[src/rtl/nes_controller_responder.sv]
// NES controller responder: answers an external NES reader's latch/clock
// strobes with the eight button states, serialised LSB (A) first, active-low.
// Latch and pulse are asynchronous to clk and pass through synchronizer
// chains; all outputs come straight from flops so data_out never glitches.
module nes_controller_responder #(
  parameter int SYNC_STAGES    = 2,
  parameter int TIMEOUT_CYCLES = 2000
) (
  input  logic       clk,
  input  logic       rst,
  input  logic       latch_in,
  input  logic       pulse_in,
  input  logic [7:0] buttons,
  output logic       data_out,
  output logic       busy,
  output logic       frame_done,
  output logic       timeout,
  output logic [7:0] frame_count
);

  localparam logic [1:0] ST_IDLE    = 2'd0;
  localparam logic [1:0] ST_LATCHED = 2'd1;
  localparam logic [1:0] ST_SHIFT   = 2'd2;
  localparam logic [1:0] ST_DONE    = 2'd3;

  // Counter must be able to hold TIMEOUT_CYCLES itself.
  localparam int TW = $clog2(TIMEOUT_CYCLES + 1);

  logic [SYNC_STAGES-1:0] latch_sync_q;
  logic [SYNC_STAGES-1:0] pulse_sync_q;
  logic                   latch_prev_q;
  logic                   pulse_prev_q;

  logic [1:0]    state_q, state_d;
  logic [7:0]    sr_q, sr_d;
  logic [3:0]    bit_idx_q, bit_idx_d;
  logic [TW-1:0] tcnt_q, tcnt_d;
  logic [TW-1:0] tcnt_inc;
  logic [7:0]    frame_count_q, frame_count_d;
  logic          data_out_q, data_out_d;
  logic          busy_q, busy_d;
  logic          frame_done_q, frame_done_d;
  logic          timeout_q, timeout_d;

  logic latch_s;
  logic pulse_s;
  logic latch_rise;
  logic latch_fall;
  logic pulse_rise;

  // Synchronizer chains (bit 0 is the first stage) plus last-value flops for edge detection.
  always_ff @(posedge clk or negedge rst) begin
    if (!rst) begin
      latch_sync_q <= '0;
      pulse_sync_q <= '0;
      latch_prev_q <= 1'b0;
      pulse_prev_q <= 1'b0;
    end else begin
      latch_sync_q <= {latch_sync_q[SYNC_STAGES-2:0], latch_in};
      pulse_sync_q <= {pulse_sync_q[SYNC_STAGES-2:0], pulse_in};
      latch_prev_q <= latch_sync_q[SYNC_STAGES-1];
      pulse_prev_q <= pulse_sync_q[SYNC_STAGES-1];
    end
  end

  assign latch_s    = latch_sync_q[SYNC_STAGES-1];
  assign pulse_s    = pulse_sync_q[SYNC_STAGES-1];
  assign latch_rise = latch_s & ~latch_prev_q;
  assign latch_fall = ~latch_s & latch_prev_q;
  assign pulse_rise = pulse_s & ~pulse_prev_q;
  assign tcnt_inc   = tcnt_q + TW'(1);

  // Frame sequencing; a latch rising edge wins over everything, including a same-cycle pulse edge.
  always_comb begin
    state_d       = state_q;
    sr_d          = sr_q;
    bit_idx_d     = bit_idx_q;
    tcnt_d        = tcnt_q;
    frame_count_d = frame_count_q;
    frame_done_d  = 1'b0;
    timeout_d     = 1'b0;
    if (latch_rise) begin
      state_d   = ST_LATCHED;
      sr_d      = ~buttons;
      bit_idx_d = 4'd0;
      tcnt_d    = '0;
    end else begin
      case (state_q)
        ST_IDLE: begin
          state_d = ST_IDLE;
        end
        ST_LATCHED: begin
          if (latch_fall) begin
            // sr keeps the load taken while latch was still high
            state_d   = ST_SHIFT;
            bit_idx_d = 4'd0;
            tcnt_d    = '0;
          end else if (latch_s) begin
            sr_d = ~buttons;
          end else begin
            sr_d = sr_q;
          end
        end
        ST_SHIFT: begin
          if (pulse_rise) begin
            sr_d      = {1'b1, sr_q[7:1]};
            bit_idx_d = bit_idx_q + 4'd1;
            tcnt_d    = '0;
            if (bit_idx_q == 4'd7) begin
              state_d       = ST_DONE;
              frame_done_d  = 1'b1;
              frame_count_d = frame_count_q + 8'd1;
            end else begin
              state_d = ST_SHIFT;
            end
          end else if (tcnt_inc == TW'(TIMEOUT_CYCLES)) begin
            state_d   = ST_IDLE;
            timeout_d = 1'b1;
            sr_d      = 8'hFF;
            tcnt_d    = '0;
            bit_idx_d = 4'd0;
          end else begin
            tcnt_d = tcnt_inc;
          end
        end
        ST_DONE: begin
          // extra reader clocks after the 8th bit are ignored here
          state_d = ST_DONE;
        end
        default: begin
          state_d   = ST_IDLE;
          sr_d      = 8'hFF;
          bit_idx_d = 4'd0;
          tcnt_d    = '0;
        end
      endcase
    end
  end

  // Output decode from the next state so the registered outputs line up with the state flops.
  always_comb begin
    if ((state_d == ST_LATCHED) || (state_d == ST_SHIFT)) begin
      data_out_d = sr_d[0];
      busy_d     = 1'b1;
    end else begin
      data_out_d = 1'b1;
      busy_d     = 1'b0;
    end
  end

  // State, shift register, counters and registered outputs.
  always_ff @(posedge clk or negedge rst) begin
    if (!rst) begin
      state_q       <= ST_IDLE;
      sr_q          <= 8'hFF;
      bit_idx_q     <= 4'd0;
      tcnt_q        <= '0;
      frame_count_q <= 8'd0;
      data_out_q    <= 1'b1;
      busy_q        <= 1'b0;
      frame_done_q  <= 1'b0;
      timeout_q     <= 1'b0;
    end else begin
      state_q       <= state_d;
      sr_q          <= sr_d;
      bit_idx_q     <= bit_idx_d;
      tcnt_q        <= tcnt_d;
      frame_count_q <= frame_count_d;
      data_out_q    <= data_out_d;
      busy_q        <= busy_d;
      frame_done_q  <= frame_done_d;
      timeout_q     <= timeout_d;
    end
  end

  assign data_out    = data_out_q;
  assign busy        = busy_q;
  assign frame_done  = frame_done_q;
  assign timeout     = timeout_q;
  assign frame_count = frame_count_q;

endmodule

[config.mk]
export PLATFORM = sky130hd
export DESIGN_NAME = nes_controller_responder
export DESIGN_NICKNAME = d
export VERILOG_FILES = /design/src/rtl/nes_controller_responder.sv
export SDC_FILE = /design/constraint.sdc
export NUM_CORES = 1
export LEC_CHECK = 0
export ABC_AREA = 1
export CAP_MARGIN = 0
export CORE_MARGIN = 4
export CORE_UTILIZATION = 55
export DETAILED_ROUTE_END_ITERATION = 16
export HOLD_SLACK_MARGIN = 0.05
export PLACE_DENSITY = 0.87
export REMOVE_ABC_BUFFERS = 1
export SLEW_MARGIN = 20
export SYNTH_ARGS = -nofsm -noshare
export SYNTH_HDL_FRONTEND = slang
export SYNTH_SLANG_ARGS = --single-unit
[constraint.sdc]
create_clock -name clk -period 2.8 [get_ports clk]
set_input_delay 0.56 -clock clk [delete_from_list [all_inputs] [get_ports clk]]
set_output_delay 0.56 -clock clk [all_outputs]
set_load 0.005 [all_outputs]
==> impl_metrics.env, run 1 <==
export IMPL_status="completed"
export IMPL_p_seq_share_pct=56.1
export IMPL_cell_internal_pwr_mw=0.904
export IMPL_cts_hold_repair_buffers=0
export IMPL_worstPathRequired_ns=3.02
export IMPL_drt_pass1_iterations=4
export IMPL_nNetsFinal=345
export IMPL_cts_resized=0
export IMPL_yosys_warnings=0
export IMPL_min_delay_path_class="flop to flop"
export IMPL_syn_avg_cell_area_sq_um=8.26
export IMPL_arrival_ns=2.47
export IMPL_clockPowerShare_pct=31.6
export IMPL_netSwitchingPower_mw=0.324
export IMPL_dieArea_sq_um=5590
export IMPL_ys_types=36
export IMPL_areaGrowthSynthToFinish_pct=14.2
export IMPL_drt_wirelength_per_cell_um=13.3
export IMPL_yosysSeqAreaShare_pct=44.3
export IMPL_peakVddDrop_uv=347
export IMPL_n_fill_cell=363
export IMPL_seq_area_sq_um=1090
export IMPL_r2r_cells=10
export IMPL_start_util_pct=56.7
export IMPL_r2r_end="frame_count[7]$_DFFE_PN0P_"
export IMPL_grt_met2_usage_pct=33.6
export IMPL_rsz0062_at_grt="no"
export IMPL_die_w_um=74.8
export IMPL_ys_seq_elements=43
export IMPL_p_comb_share_pct=12.3
export IMPL_drtIter0Drc=180
export IMPL_path_class="flop to flop"
export IMPL_grt_overflow=0
export IMPL_layout_min_cycle_time_ns=2.24
export IMPL_htree_levels=2
export IMPL_met1_usage_pct=25.7
export IMPL_clockRootBuffer="clkbuf_8"
export IMPL_drt_drc_violations_left=0
export IMPL_met3_usage_pct=3.87
export IMPL_tightestPinTransition_ns=0.924
export IMPL_end_kind="flop"
export IMPL_skew_ns=0.00298
export IMPL_swShare_pct=26.4
export IMPL_period_share_pct=80.1
export IMPL_io_pins=24
export IMPL_relSlewSlack_pct=38.4
export IMPL_drive_gt1_share_pct=12.3
export IMPL_r2r_start="state_q[0]$_DFF_PN0_"
export IMPL_grtUsageTotal_pct=19.9
export IMPL_dp_hpwl_um=3570
export IMPL_clk_latency_ns=0.29
export IMPL_post_cts_setup_buffers=0
export IMPL_multi_input_area_sq_um=1170
export IMPL_drt_total_wl_um=5000
export IMPL_drv_slew=0
export IMPL_cp_max_fo=5
export IMPL_r2r_slack_ns=0.56
export IMPL_grt_max_degree=44
export IMPL_grt_pass1_vias=2038
export IMPL_vias=2004
export IMPL_power_mw=1.23
export IMPL_p_leak_nw=1.26
export IMPL_rows=24
export IMPL_start_kind="flop"
export IMPL_synth_cells=297
export IMPL_cts_made_buffers=5
export IMPL_syn_cell_area_sq_um=2450
export IMPL_gp_congestion=0.875
export IMPL_hold_violations=0
export IMPL_cts_reportedPaths_clkPinSlew_ns=0.08
export IMPL_tritoncts="done"
export IMPL_port_buffers=23
export IMPL_pwr_density_cell_nw_per_um2=438
export IMPL_core_area_sq_um=4320
export IMPL_viasPerCell=5.33
export IMPL_cts_buffer_depth=2
export IMPL_min_from="pulse_sync_q[0]$_DFF_PN0_"
export IMPL_drv_cap=0
export IMPL_cts_sinks=43
export IMPL_holdPathStages=0
export IMPL_grt_busiest_layer="met2"
export IMPL_grt_pass1_wl_um=8710
export IMPL_setup_viol=0
export IMPL_fmax_mhz=446
export IMPL_detail_route_antenna_nets=0
export IMPL_setup_tns_ns=0
export IMPL_die_h_um=74.8
export IMPL_diodes=0
export IMPL_antenna_found_initial=0
export IMPL_hold_end="pulse_sync_q[1]$_DFF_PN0_"
## critical path, cell delays in order, from the launching register on
cell      delay (ns)
dfrtp_1         0.42
inv_1           0.12
ha_1            0.28
inv_1           0.12
nor2_1          0.22
inv_1           0.14
nor2_4          0.20
nand4_1         0.15
nand3b_1        0.22
nor2_1          0.15
xor2_1          0.15
## cells in the final DEF, fill, tap and decap left out, types with 4 or more instances in the layout
master,Yosys,routed
nand2_1,67,67
inv_1,44,44
nor2_1,35,35
dfrtp_1,34,34
clkdlybuf4s50_1,0,22
o22ai_1,14,14
nand3_1,13,13
ha_1,10,10
o21ai_0,9,9
dfstp_2,9,9
nor2_2,8,8
xor2_1,7,7
a21boi_1,6,6
a21oi_1,5,5
clkbuf_8,0,5
nand4_1,4,4
nand2_2,4,4
## sequential cells by signal, summed over array words and instances (netlist names)
register      flops
data_out          1
bit_idx_q         4
timeout           1
sr_q              8
pulse_prev_q      1
latch_sync_q      2
state_q           2
latch_prev_q      1
tcnt_q           11
busy              1
pulse_sync_q      2
frame_count       8
frame_done        1
## area by class of cell
| class | count | area share [%] |
|---|---|---|
| inverter | 44 | 5.90 |
| tap | 52 | 2.32 |
| multi-input combinational | 205 | 41.6 |
| clock inverter | 2 | 0.447 |
| clock buffer | 6 | 2.59 |
| timing repair buffer | 24 | 8.31 |
| sequential | 43 | 38.8 |
## synthesized netlist by cell type (all sizes together)
cell type,n,area share [%]
ha,10,5.1
nor3b,1,0.31
a22oi,1,0.51
nor3,3,0.82
nand2,72,12
a21boi,6,1.8
dfrtp,34,35
nor2,44,7.9
buf,3,1.1
inv,44,6.7
nand4,4,1.0
a31oi,1,0.26
nand3b,1,0.31
xnor2,2,0.71
o31ai,2,0.61
o21ai,10,2.0
clkbuf,2,0.31
nand3,17,5.2
o22ai,14,3.6
o21bai,1,0.31
a21oi,6,1.4
o211ai,2,1.2
o21a,1,0.31
dfstp,9,9.6
xor2,7,2.5
## how the worst max path moves through the flow
stage / start / to / cells after the start
CTS: state_q[0]$_DFF_PN0_ / frame_count[7]$_DFFE_PN0P_ / 10
global route: state_q[0]$_DFF_PN0_ / frame_count[7]$_DFFE_PN0P_ / 10
detailed placement: state_q[0]$_DFF_PN0_ / frame_count[7]$_DFFE_PN0P_ / 10
floorplan: state_q[0]$_DFF_PN0_ / bit_idx_q[3]$_DFFE_PN0P_ / 7
global placement: state_q[0]$_DFF_PN0_ / frame_count[7]$_DFFE_PN0P_ / 10
finish: state_q[0]$_DFF_PN0_ / frame_count[7]$_DFFE_PN0P_ / 10
## routing by layer
layer / wire length (um) / up-vias
met5: 0 / -
met4: 90 / 0
met3: 140 / 9
met2: 2440 / 40
met1: 2330 / 949
li1: - / 1006
## per-stage QoR
step                instance area (sq um)  worst slack (ns)  instances  hold WS (ns)  util, %
floorplan                            2420             0.754        292         0.264        -
global placement                     2720             0.572        368         0.344     62.8
detailed placement                   2720             0.577        368         0.340     62.8
CTS                                  2800             0.558        376         0.368     64.8
global route                         2800             0.312        376         0.378     64.8
finish                               2800             0.556        376         0.367     64.8
## power groups by stage
stage / logic [mW] / clock network (mW) / registers [mW]
after floorplan: 0.0938 / 0 / 0.695
after global placement: 0.144 / 0 / 0.698
after detailed placement: 0.150 / 0 / 0.700
after CTS: 0.152 / 0.396 / 0.688
after global routing: 0.172 / 0.430 / 0.692
final: 0.151 / 0.388 / 0.689
## logic make-up (layout without fill, tap and decap cells)
| logic type | after synthesis | count (layout) | share of synthesized area (%) |
|---|---|---|---|
| adder cells (fa/ha/maj) | 10 | 10 | 5.10 |
| AND/OR/NAND/NOR | 142 | 142 | 27.2 |
| flip-flops | 43 | 43 | 44.3 |
| AO/OA/AOI/OAI | 44 | 44 | 12.0 |
| XOR/XNOR | 9 | 9 | 3.21 |
| buffers and inverters | 49 | 76 | 8.11 |
No activity file was read; power rests on OpenSTA's default activity.
==> run 2, diff against run 1 <==
CORE_UTILIZATION = 51   (was 55)
PLACE_DENSITY = 0.85   (was 0.87)
clock period = 1.95 ns   (was 2.8 ns; I/O delays follow)
==> impl_metrics.env, run 2 (synthesis results as in run 1) <==
export IMPL_r2r_end="busy$_DFF_PN0_"
export IMPL_tightestPinTransition_ns=0.547
export IMPL_grt_overflow=0
export IMPL_cts_sinks=43
export IMPL_timing_final_ws_setup_ns=-0.0269
export IMPL_violations="setup timing"
export IMPL_pwr_density_cell_nw_per_um2=663
export IMPL_cts_buffer_depth=2
export IMPL_cell_internal_pwr_mw=1.58
export IMPL_core_area_sq_um=4500
export IMPL_viasPerCell=5.40
export IMPL_arrival_ns=2.18
export IMPL_clk_latency_ns=0.30
export IMPL_dieArea_sq_um=5980
export IMPL_status="complete, but fails checks"
export IMPL_worstPathRequired_ns=2.15
export IMPL_crit_chain="ha_4 > nand3_4 > nor2_4 > nand2_1 > nand2_1 > nand2_1 > nor2_2 > nand3_4 > nand3_2 > nand2_2 > nand2_2 > nand2_2 > nand2_2 > nand2_2 > nand2_1 > nand2_1"
export IMPL_largest_register="tcnt_q"
export IMPL_fmax_mhz=506
export IMPL_cp_slowest_cell="dfrtp_1"
export IMPL_io_pins=24
export IMPL_setup_viol=7
export IMPL_hold_violations=0
export IMPL_cp_max_fo=5
export IMPL_areaGrowthSynthToFinish_pct=29.1
export IMPL_drt_wirelength_per_cell_um=14.3
export IMPL_p_seq_share_pct=47.2
export IMPL_gp_congestion=0.855
export IMPL_n_fill_cell=313
export IMPL_swShare_pct=24.5
export IMPL_largest_reg_flops=11
export IMPL_grt_pass1_vias=2057
export IMPL_diodes=0
export IMPL_post_route_util_pct=70.3
export IMPL_cts_made_buffers=5
export IMPL_port_buffers=23
export IMPL_multi_input_area_sq_um=1320
export IMPL_detail_route_antenna_nets=0
export IMPL_drt_total_wl_um=5680
export IMPL_drt_pass1_iterations=4
export IMPL_min_delay_path_class="input pin to async pin"
export IMPL_layout_min_cycle_time_ns=1.98
export IMPL_die_w_um=77.3
export IMPL_relSlewSlack_pct=63.3
export IMPL_rows=24
export IMPL_cts_reportedPaths_clkPinSlew_ns=0.08
export IMPL_drive_gt1_share_pct=27.2
export IMPL_startpoint="tcnt_q[0]$_DFFE_PN0P_"
export IMPL_r2r_slack_ns=-0.03
export IMPL_final_common_cell="nand2_1"
export IMPL_clockPowerShare_pct=39.8
export IMPL_period_share_pct=101
export IMPL_r2r_start="tcnt_q[0]$_DFFE_PN0P_"
export IMPL_die_h_um=77.3
export IMPL_rsz0062_at_grt="yes"
export IMPL_seq_area_sq_um=1090
export IMPL_end_kind="flop"
export IMPL_skew_ns=0.00265
export IMPL_tritoncts="done"
export IMPL_nNetsFinal=366
export IMPL_antenna_found_initial=0
export IMPL_clockRootBuffer="clkbuf_8"
export IMPL_grtUsageTotal_pct=18.6
export IMPL_hold_slack_ns=0.156
export IMPL_dp_hpwl_um=3690
export IMPL_peakVddDrop_uv=517
export IMPL_p_comb_share_pct=12.9
export IMPL_drv_slew=0
export IMPL_max_stage_delay_ns=0.40
export IMPL_netSwitchingPower_mw=0.513
export IMPL_drtIter0Drc=123
export IMPL_drt_drc_violations_left=0
export IMPL_start_kind="flop"
export IMPL_vias=2143
export IMPL_path_class="flop to flop"
export IMPL_worst_path_buf_inv=0
export IMPL_cp_top_family="simple AND/OR/NAND/NOR gates"
export IMPL_r2r_cells=16
export IMPL_drv_cap=0
export IMPL_start_util_pct=54.4
export IMPL_grt_max_degree=44
export IMPL_grt_pass1_wl_um=9000
export IMPL_final_cell_mix="nand2_1, inv_1, nor2_1, dfrtp_1, clkdlybuf4s50_1"
export IMPL_htree_levels=2
export IMPL_p_leak_nw=1.40
==> run 2: cell count changes in the layout (fill, tap and decap cells not counted), moves of 3 or more <==
cell | before | now
a21boi_1 | 6 | 1
a21boi_2 | 0 | 5
buf_4 | 1 | 17
buf_6 | 0 | 3
inv_1 | 44 | 40
inv_2 | 0 | 4
nand2_1 | 67 | 58
nand2_2 | 4 | 13
nand3_1 | 13 | 10
nor2_1 | 35 | 32
nor2_4 | 1 | 5
o21ai_0 | 9 | 4
o21ai_1 | 1 | 4
==> run 2: what timing repair did <==
action / 4_1_cts / 5_1_grt
resized for setup: 6 / 42
buffers inserted: 2 / 4
endpoints found under the setup margin: 10 / 27
hold buffers: 0 / 0
cloned: 0 / 2
pin swaps: 2 / 14
==> run 2: worst max-delay path by stage <==
stage	to	slack, ns	cells after the start
5_1_grt	tcnt_q[9]$_DFFE_PN0P_	-0.23	8
3_3_place_gp	busy$_DFF_PN0_	0.03	14
6_report	busy$_DFF_PN0_	-0.03	16
2_1_floorplan	bit_idx_q[3]$_DFFE_PN0P_	-0.1	7
4_1_cts	busy$_DFF_PN0_	0.0008	16
3_5_place_dp	data_out$_DFF_PN1_	-0.06	14
==> run 2: through the flow <==
step / cells / worst slack, ns / power, mW / setup TNS [ns] / cell area [sq um]
3_3_place_gp: 381 / 0.0272 / 1.23 / 0 / 2810
6_report: 397 / -0.0269 / 2.10 / -0.101 / 3170
3_5_place_dp: 381 / -0.0643 / 1.24 / -0.205 / 2810
5_1_grt: 397 / -0.227 / 2.18 / -3.55 / 3170
4_1_cts: 391 / 0.000752 / 2.07 / 0 / 2990
2_1_floorplan: 292 / -0.0964 / 1.13 / -0.122 / 2420
==> run 2: cell type report <==
class | instances | area share [%]
multi-input cells | 207 | 41.8
clock buffers | 5 | 2.17
inverters | 44 | 5.22
repair buffers | 43 | 12.2
flip-flops and latches | 43 | 34.4
clock inverters | 3 | 2.13
well taps | 52 | 2.06
==> run 2: layer usage <==
metal	GRT usage, %	wire (um)
met5	0	0
met4	7.12	103
met3	3.94	248
met2	31.7	2970
met1	23.1	2360
==> run 2: power groups by stage <==
stage / Clock, mW / Combinational [mW] / Sequential (mW)
after floorplan: 0 / 0.135 / 0.997
after global placement: 0 / 0.223 / 1.00
after detailed placement: 0 / 0.233 / 1.00
after CTS: 0.842 / 0.236 / 0.989
after global routing: 0.877 / 0.304 / 0.996
final: 0.835 / 0.272 / 0.991
==> run 3, diff against run 2 <==
CTS_BUF_LIST = sky130_fd_sc_hd__clkbuf_16   (was unset)
clock period = 1.8 ns   (was 1.95 ns; I/O delays follow)
==> impl_metrics.env, run 3 (synthesis results as in run 1) <==
export IMPL_period_share_pct=114
export IMPL_final_common_cell="nand2_1"
export IMPL_grt_pass1_vias=2371
export IMPL_grt_max_degree=44
export IMPL_placed_area_sq_um=2940
export IMPL_largest_reg_flops=11
export IMPL_fmax_mhz=486
export IMPL_status="complete, but fails checks"
export IMPL_cts_buffer_depth=2
export IMPL_finalNonFillerCells=421
export IMPL_drt_wirelength_per_cell_um=16.9
export IMPL_nNetsFinal=390
export IMPL_die_h_um=77.3
export IMPL_htree_levels=2
export IMPL_grt_overflow=0
export IMPL_cts_sinks=43
export IMPL_clk_latency_ns=0.29
export IMPL_timing_final_ws_setup_ns=-0.256
export IMPL_diodes=0
export IMPL_min_delay_path_class="input pin to async pin"
export IMPL_detail_route_antenna_nets=0
export IMPL_drt_total_wl_um=7110
export IMPL_arrival_ns=2.27
export IMPL_skew_ns=0.00575
export IMPL_layout_min_cycle_time_ns=2.06
export IMPL_io_pins=24
export IMPL_n_fill_cell=278
export IMPL_rsz0062_at_grt="yes"
export IMPL_vias=2430
export IMPL_drt_drc_violations_left=0
export IMPL_worstPathRequired_ns=2.01
export IMPL_drive_gt1_share_pct=36.9
export IMPL_place_ws_ns=-0.198
export IMPL_dieArea_sq_um=5980
export IMPL_final_cell_mix="nand2_1, inv_1, buf_4"
export IMPL_gp_congestion=0.827
export IMPL_seq_area_sq_um=1090
export IMPL_final_area_sq_um=3480
export IMPL_grtUsageTotal_pct=22.2
export IMPL_cts_reportedPaths_clkPinSlew_ns=0.06
export IMPL_hold_violations=0
export IMPL_cts_made_buffers=5
export IMPL_pwr_density_cell_nw_per_um2=652
export IMPL_largest_register="tcnt_q"
export IMPL_dp_hpwl_um=3830
export IMPL_multi_input_area_sq_um=1430
export IMPL_drv_slew=0
export IMPL_p_leak_nw=1.54
export IMPL_violations="setup timing"
export IMPL_tightestPinTransition_ns=0.548
export IMPL_clockRootBuffer="clkbuf_16"
export IMPL_start_kind="flop"
export IMPL_antenna_found_initial=0
export IMPL_rows=24
export IMPL_core_area_sq_um=4500
export IMPL_peakVddDrop_uv=548
export IMPL_tritoncts="done"
export IMPL_die_w_um=77.3
export IMPL_areaGrowthSynthToFinish_pct=41.8
export IMPL_viasPerCell=5.77
export IMPL_relSlewSlack_pct=63.5
export IMPL_grt_pass1_wl_um=10800
export IMPL_port_buffers=23
export IMPL_drt_pass1_iterations=5
export IMPL_dp_cells=398
export IMPL_start_util_pct=54.4
export IMPL_path_class="flop to flop"
export IMPL_drv_cap=0
export IMPL_end_kind="flop"
export IMPL_setup_viol=27
export IMPL_drtIter0Drc=236
export IMPL_cp_max_fo=9
run 3: cell type report:
| class | count | area share, % |
|---|---|---|
| inverters | 44 | 4.82 |
| clock buffers | 5 | 3.60 |
| clock inverters | 3 | 0.360 |
| well taps | 52 | 1.87 |
| multi-input cells | 206 | 41.2 |
| flip-flops and latches | 43 | 31.3 |
| repair buffers | 68 | 16.8 |
run 3: final timing paths:
path	slack [ns]	from	cells after the start	endpoint
hold / removal	0.14	rst	2	tcnt_q[4]$_DFFE_PN0P_
min in group clk	0.35	latch_sync_q[0]$_DFF_PN0_	0	latch_sync_q[1]$_DFF_PN0_
hold reg to reg	0.35	latch_sync_q[0]$_DFF_PN0_	0	latch_sync_q[1]$_DFF_PN0_
setup reg to reg	-0.26	tcnt_q[1]$_DFFE_PN0P_	12	bit_idx_q[3]$_DFFE_PN0P_
max in group asynchronous	1.26	rst	2	tcnt_q[2]$_DFFE_PN0P_
setup / recovery	-0.26	tcnt_q[1]$_DFFE_PN0P_	12	bit_idx_q[3]$_DFFE_PN0P_
run 3: timing repair:
| item | CTS | global route |
|---|---|---|
| resized for setup | 22 | 57 |
| gates cloned | 1 | 0 |
| hold buffers | 0 | 0 |
| setup buffers | 6 | 9 |
| endpoints found under the setup margin | 27 | 32 |
| pin swaps | 6 | 16 |
run 3: through the flow:
step / utilization, % / total power [mW] / setup TNS (ns) / hold slack [ns]
after floorplan: - / 1.23 / -1.46 / 0.0644
after global placement: 65.3 / 1.34 / -0.838 / 0.335
after detailed placement: 65.3 / 1.35 / -2.91 / 0.338
after CTS: 71.6 / 2.23 / -2.46 / 0.165
after global routing: 77.2 / 2.37 / -7.83 / 0.194
final: 77.2 / 2.27 / -4.28 / 0.136
run 3: critical path: stages, from the launching register on:
cell	delay (ns)
dfrtp_1	0.39
ha_4	0.18
nand3_4	0.09
nor2_4	0.16
nand2_1	0.10
nand2_1	0.12
nand2_2	0.07
nor2_4	0.11
nand3_4	0.13
nand3_4	0.17
nand2_4	0.11
o21ai_1	0.16
nor3b_2	0.17
run 3: per-layer routing:
metal,track usage (%),vias to the layer above,part of all wire [%]
met3,4.40,35,5.7
li1,-,1101,-
met1,27.9,1173,39
met5,0,-,0
met2,38.1,121,51
met4,7.65,0,4.2
run 3: report_power, final:
part           internal (mW)  total (mW)  switching, mW
logic                  0.132       0.321          0.189
registers               1.04        1.08         0.0344
clock network          0.502       0.870          0.368
